[config.mk]
export PLATFORM = sky130hd
export DESIGN_NAME = vga_sync_gen
export DESIGN_NICKNAME = d
export VERILOG_FILES = /design/src/rtl/vga_sync_gen.sv
export SDC_FILE = /design/constraint.sdc
export NUM_CORES = 1
export LEC_CHECK = 0
export CORE_ASPECT_RATIO = 2
export CORE_UTILIZATION = 35
export DETAILED_ROUTE_END_ITERATION = 10
export PLACE_DENSITY_LB_ADDON = 0.08
export SLEW_MARGIN = 20
export SYNTH_ARGS = -nofsm -noshare
export SYNTH_HDL_FRONTEND = slang
export SYNTH_SLANG_ARGS = --single-unit
[constraint.sdc]
create_clock -name i_Clk -period 2.15 [get_ports i_Clk]
set_input_delay 0.43 -clock i_Clk [delete_from_list [all_inputs] [get_ports i_Clk]]
set_output_delay 0.43 -clock i_Clk [all_outputs]
set_load 0.02 [all_outputs]
[src/rtl/vga_sync_gen.sv]
`default_nettype none
// ============================================================================
// vga_sync_gen : VGA timing generator with sync/video alignment pipeline
// Revision     : 1.0
// ============================================================================
module vga_sync_gen #(
  parameter int   TOTAL_COLS    = 800,
  parameter int   TOTAL_ROWS    = 525,
  parameter int   ACTIVE_COLS   = 640,
  parameter int   ACTIVE_ROWS   = 480,
  parameter int   H_FRONT_PORCH = 16,
  parameter int   H_SYNC_PULSE  = 96,
  parameter int   H_BACK_PORCH  = 48,
  parameter int   V_FRONT_PORCH = 10,
  parameter int   V_SYNC_PULSE  = 2,
  parameter int   V_BACK_PORCH  = 33,
  parameter int   VIDEO_LATENCY = 2,
  parameter logic SYNC_ACTIVE   = 1'b0
) (
  input  logic       i_Clk,
  input  logic       i_Reset,
  input  logic       i_Enable,
  input  logic [3:0] i_Red_Video,
  input  logic [3:0] i_Grn_Video,
  input  logic [3:0] i_Blu_Video,
  output logic [9:0] o_Col_Count,
  output logic [9:0] o_Row_Count,
  output logic       o_Active,
  output logic       o_Frame_Start,
  output logic       o_HSync,
  output logic       o_VSync,
  output logic [3:0] o_Red_Video,
  output logic [3:0] o_Grn_Video,
  output logic [3:0] o_Blu_Video
);

  localparam logic [1:0] c_IDLE  = 2'd0;
  localparam logic [1:0] c_RUN   = 2'd1;
  localparam logic [1:0] c_DRAIN = 2'd2;

  localparam logic [9:0] c_LAST_COL    = 10'(TOTAL_COLS - 1);
  localparam logic [9:0] c_LAST_ROW    = 10'(TOTAL_ROWS - 1);
  localparam logic [9:0] c_ACTIVE_COLS = 10'(ACTIVE_COLS);
  localparam logic [9:0] c_ACTIVE_ROWS = 10'(ACTIVE_ROWS);
  localparam logic [9:0] c_HS_START    = 10'(ACTIVE_COLS + H_FRONT_PORCH);
  localparam logic [9:0] c_HS_END      = 10'(ACTIVE_COLS + H_FRONT_PORCH + H_SYNC_PULSE - 1);
  localparam logic [9:0] c_VS_START    = 10'(ACTIVE_ROWS + V_FRONT_PORCH);
  localparam logic [9:0] c_VS_END      = 10'(ACTIVE_ROWS + V_FRONT_PORCH + V_SYNC_PULSE - 1);

  generate
    if (ACTIVE_COLS + H_FRONT_PORCH + H_SYNC_PULSE + H_BACK_PORCH != TOTAL_COLS) begin : g_h_timing_bad
      $fatal(1, "vga_sync_gen: horizontal timing does not sum to TOTAL_COLS");
    end
    if (ACTIVE_ROWS + V_FRONT_PORCH + V_SYNC_PULSE + V_BACK_PORCH != TOTAL_ROWS) begin : g_v_timing_bad
      $fatal(1, "vga_sync_gen: vertical timing does not sum to TOTAL_ROWS");
    end
    if (VIDEO_LATENCY < 1) begin : g_latency_bad
      $fatal(1, "vga_sync_gen: VIDEO_LATENCY must be at least 1");
    end
  endgenerate

  logic [1:0] r_state;
  logic [1:0] w_next_state;
  logic [9:0] r_col;
  logic [9:0] r_row;
  logic       w_col_last;
  logic       w_row_last;
  logic       w_running;
  logic       w_hsync_raw;
  logic       w_vsync_raw;

  logic [VIDEO_LATENCY-1:0] r_hs_pipe;
  logic [VIDEO_LATENCY-1:0] r_vs_pipe;
  logic [VIDEO_LATENCY-1:0] r_act_pipe;

  assign w_col_last  = (r_col == c_LAST_COL);
  assign w_row_last  = (r_row == c_LAST_ROW);
  assign o_Col_Count = r_col;
  assign o_Row_Count = r_row;

  always_ff @(posedge i_Clk or posedge i_Reset) begin
    if (i_Reset) begin
      r_state <= c_IDLE;
    end else begin
      r_state <= w_next_state;
    end
  end

  always_comb begin
    w_next_state = r_state;
    case (r_state)
      c_IDLE:  w_next_state = i_Enable ? c_RUN : c_IDLE;
      c_RUN:   w_next_state = i_Enable ? c_RUN : c_DRAIN;
      c_DRAIN: begin
        // Re-enable wins so a late request still continues seamlessly into the next frame
        if (i_Enable)                      w_next_state = c_RUN;
        else if (w_col_last && w_row_last) w_next_state = c_IDLE;
        else                               w_next_state = c_DRAIN;
      end
      default: w_next_state = c_IDLE;
    endcase
  end

  always_comb begin
    w_running     = (r_state == c_RUN) || (r_state == c_DRAIN);
    o_Active      = w_running && (r_col < c_ACTIVE_COLS) && (r_row < c_ACTIVE_ROWS);
    o_Frame_Start = w_running && (r_col == 10'd0) && (r_row == 10'd0);
    w_hsync_raw   = (w_running && (r_col >= c_HS_START) && (r_col <= c_HS_END)) ? SYNC_ACTIVE : ~SYNC_ACTIVE;
    w_vsync_raw   = (w_running && (r_row >= c_VS_START) && (r_row <= c_VS_END)) ? SYNC_ACTIVE : ~SYNC_ACTIVE;
  end

  always_ff @(posedge i_Clk or posedge i_Reset) begin
    if (i_Reset) begin
      r_col <= '0;
      r_row <= '0;
    end else if (!w_running) begin
      r_col <= '0;
      r_row <= '0;
    end else if (w_col_last) begin
      r_col <= '0;
      r_row <= w_row_last ? 10'd0 : r_row + 10'd1;
    end else begin
      r_col <= r_col + 10'd1;
    end
  end

  // Delay sync/active so they meet the pixel colour that arrives VIDEO_LATENCY cycles late
  always_ff @(posedge i_Clk or posedge i_Reset) begin
    if (i_Reset) begin
      r_hs_pipe   <= {VIDEO_LATENCY{~SYNC_ACTIVE}};
      r_vs_pipe   <= {VIDEO_LATENCY{~SYNC_ACTIVE}};
      r_act_pipe  <= '0;
      o_HSync     <= ~SYNC_ACTIVE;
      o_VSync     <= ~SYNC_ACTIVE;
      o_Red_Video <= 4'd0;
      o_Grn_Video <= 4'd0;
      o_Blu_Video <= 4'd0;
    end else begin
      r_hs_pipe[0]  <= w_hsync_raw;
      r_vs_pipe[0]  <= w_vsync_raw;
      r_act_pipe[0] <= o_Active;
      for (int i = 1; i < VIDEO_LATENCY; i++) begin
        r_hs_pipe[i]  <= r_hs_pipe[i-1];
        r_vs_pipe[i]  <= r_vs_pipe[i-1];
        r_act_pipe[i] <= r_act_pipe[i-1];
      end
      o_HSync     <= r_hs_pipe[VIDEO_LATENCY-1];
      o_VSync     <= r_vs_pipe[VIDEO_LATENCY-1];
      o_Red_Video <= r_act_pipe[VIDEO_LATENCY-1] ? i_Red_Video : 4'd0;
      o_Grn_Video <= r_act_pipe[VIDEO_LATENCY-1] ? i_Grn_Video : 4'd0;
      o_Blu_Video <= r_act_pipe[VIDEO_LATENCY-1] ? i_Blu_Video : 4'd0;
    end
  end

endmodule
`default_nettype wire

==> results_dict.tcl <==
set metrics [dict create \
    arrival_ns 1.78 \
    crit_path_end_kind "primary output" \
    yosys_warnings 0 \
    synth_nets 206 \
    fillers 511 \
    netlist_instances 183 \
    h-tree-depth 2 \
    synth-simple-area-share_pct 25.68 \
    start_util_pct 36.40 \
    wire_per_inst_um 15.94 \
    final_area_um2 2925 \
    final_hold_viol_count 0 \
    netlist_area_um2 1973 \
    antenna_left 0 \
    synth_adder_area_share_pct 5.073 \
    die_area_um2 5960 \
    track_usage_pct 20.15 \
    gp_congestion 0.8252 \
    drc 0 \
    syn_avg_cell_area_um2 10.78 \
    start_kind "flip-flop" \
    slew_headroom_pct 64.72 \
    postPlaceCellArea_um2 2736 \
    fin_crit_ns 2.207 \
    post-route-period-util_pct 102.7 \
    layout_commonest_cell "clkdlybuf4s50_1" \
    fmax_mhz 453.1 \
    core_region_area_um2 5420 \
    clk_latency_ns 0.30 \
    leakage_uw 0.001299 \
    synth-seq-cells 42 \
    cts_sinks 42 \
    synth_compound_area_share_pct 6.405 \
    fin_ws_ns -0.05708 \
    synth_edf_count 0 \
    synth_top_family_by_area "simple AND/OR/NAND/NOR gates" \
    worstPathMaxFanout 2 \
    synth.area.mux_share_pct 1.015 \
    seq_area_frac_synth_pct 53.65 \
    grt_pass1_vias 1787 \
    vias 1709 \
    postCtsHoldBufs 0 \
    viasPerCell 5.210 \
    synth_xor_area_share_pct 3.551 \
    rows 38 \
    cap_violations 0 \
    path_class "flip-flop to primary output" \
    finClkSkew_ns 0.001915 \
    grt_pass1_wl_um 8528 \
    synth_flop_cell "dfrtp_1" \
    final_nets 290 \
    cts_buffers 5 \
    yosysUniqueCellTypes 45 \
    io_pins 51 \
    die_h_um 108.2 \
    drtIter0Drc 25 \
    hold_class "flip-flop to flip-flop" \
    port_buffers 50 \
    die_width_um 55.09 \
    rsz0062_at_grt "yes" \
    setup_violations 1 \
    path_clk_slew_ns 0.08 \
    vdd_ir_drop_max_mv 0.6804 \
    grt_antenna_before_repair 0 \
    async_reset_ff_share_pct 100.0 \
    cts-root-buf "clkbuf_8" \
    power.density_nw_per_um2 844.8 \
    firstDrtPassIters 4 \
    cts_tree "done" \
    worst_slew_pin_slew_ns 0.5279 \
    syn_to_final_growth_pct 48.26 \
    slew_viol_final 0 \
    mostFrequentLayoutCells "clkdlybuf4s50_1, buf_4, dfrtp_1" \
    wirelength_um 5229 \
    status "finished with violations" \
    tns_ns -0.05708 \
    required_ns 1.72 \
    num_antenna_cells 0 \
    grt_max_degree 32 \
    gr-total-overflow 0 \
    clock_path_buffers 2 \
    drive_above_1_share_pct 23.51 \
    dp_hpwl_um 3810 \
    violations "negative setup slack" \
]
-- through the flow --
step	hold slack, ns	worst slack (ns)	util, %	total power (µW)	cells
after global placement	0.3362	-0.3480	50.48	1758	312
after CTS	0.3512	-0.03366	53.67	2445	329
after global routing	0.3553	-0.1590	53.97	2617	328
final	0.3521	-0.05708	53.97	2471	328
after floorplan	0.3312	0.008744	-	1388	183
after detailed placement	0.3347	-0.3737	50.48	1776	312
-- final timing paths --
path                                       endpoint                     from  depth (start not counted)  slack (ns)
max                                   o_Frame_Start     r_state[1]$_DFF_PP0_                          7       -0.06
min                         r_act_pipe[1]$_DFF_PP0_  r_act_pipe[0]$_DFF_PP0_                          0        0.35
max reg2reg                  r_vs_pipe[0]$_DFF_PP1_     r_state[1]$_DFF_PP0_                         13        0.09
min reg2reg                 r_act_pipe[1]$_DFF_PP0_  r_act_pipe[0]$_DFF_PP0_                          0        0.35
max in group asynchronous         o_VSync$_DFF_PP1_                  i_Reset                          3        1.09
min in group asynchronous  o_Red_Video[0]$_DFF_PP0_                  i_Reset                          2        0.46
-- cell usage after synthesis (2+ instances only) --
cell type  instances  area [µm²]
a21oi_1            2       10.01
a31oi_1            2       12.51
and2_1            12       75.07
and3_1             6       37.54
buf_2              4       20.02
clkbuf_1           3       11.26
dfrtp_1           36       900.9
dfstp_2            6       157.7
ha_1               8       100.1
inv_1             11       41.29
mux2i_1            2       20.02
nand2_1           14       52.55
nand3_1            6       30.03
nand3b_1           7       52.55
nand4_1            7       43.79
nand4b_1           3       26.28
nor2_1            14       52.55
nor3_1             2       10.01
nor4_1             2       12.51
o211ai_1           2       15.01
o21ai_0            3       15.01
o41ai_1            2       17.52
xnor2_1            4       35.03
xor2_1             4       35.03
-- per-layer routing --
layer	share of wire [%]	vias to the layer above	track usage [%]
li1	-	808	-
met1	35	824	20.11
met2	56	59	36.32
met3	4.7	18	3.235
met4	4.1	0	11.61
met5	0	-	0
-- final cells by class --
class / instances / area, µm² / area share, %
sequential: 42 / 1059 / 36.18
multi-input combinational: 121 / 874.6 / 29.90
timing repair buffer: 86 / 778.2 / 26.60
clock buffer: 6 / 82.58 / 2.823
tap: 60 / 75.07 / 2.566
inverter: 11 / 43.79 / 1.497
clock inverter: 2 / 12.51 / 0.4277
-- cells by family (layout without fill, tap and decap cells) --
kind of cell / after synthesis / after routing
xor+xnor: 8 / 8
flops: 42 / 42
simple gates: 85 / 85
compound gates: 18 / 18
mux: 2 / 2
fa+ha+maj: 8 / 8
buf+inv: 20 / 105
-- power breakdown --
group / total (µW) / switching, µW / internal [µW]
Combinational: 994 / 493 / 501
Sequential: 946 / 52.7 / 893
Clock: 532 / 274 / 258
Total: 2470 / 820 / 1650
-- registers in the layout, summed over array words and instances, names as in the netlist --
| signal | cells |
|---|---|
| o_Col_Count | 10 |
| o_Row_Count | 10 |
| o_Blu_Video | 4 |
| o_Grn_Video | 4 |
| o_Red_Video | 4 |
| r_act_pipe | 2 |
| r_hs_pipe | 2 |
| r_state | 2 |
| r_vs_pipe | 2 |
| o_HSync | 1 |
| o_VSync | 1 |
-- critical path, stage by stage, from the launching register on --
cell and delay [ns]:
dfrtp_1 0.37, inv_2 0.06, ha_4 0.28, inv_4 0.04, nor3_4 0.12, nand4_1 0.17, nor4_4 0.25, buf_4 0.18
-- what timing repair did --
item / in CTS / in global routing
setup buffers: 9 / 0
setup endpoints to repair: 2 / 3
pin swaps: 4 / 5
gates resized for setup: 14 / 6
Power figures use the tool's default switching activity.
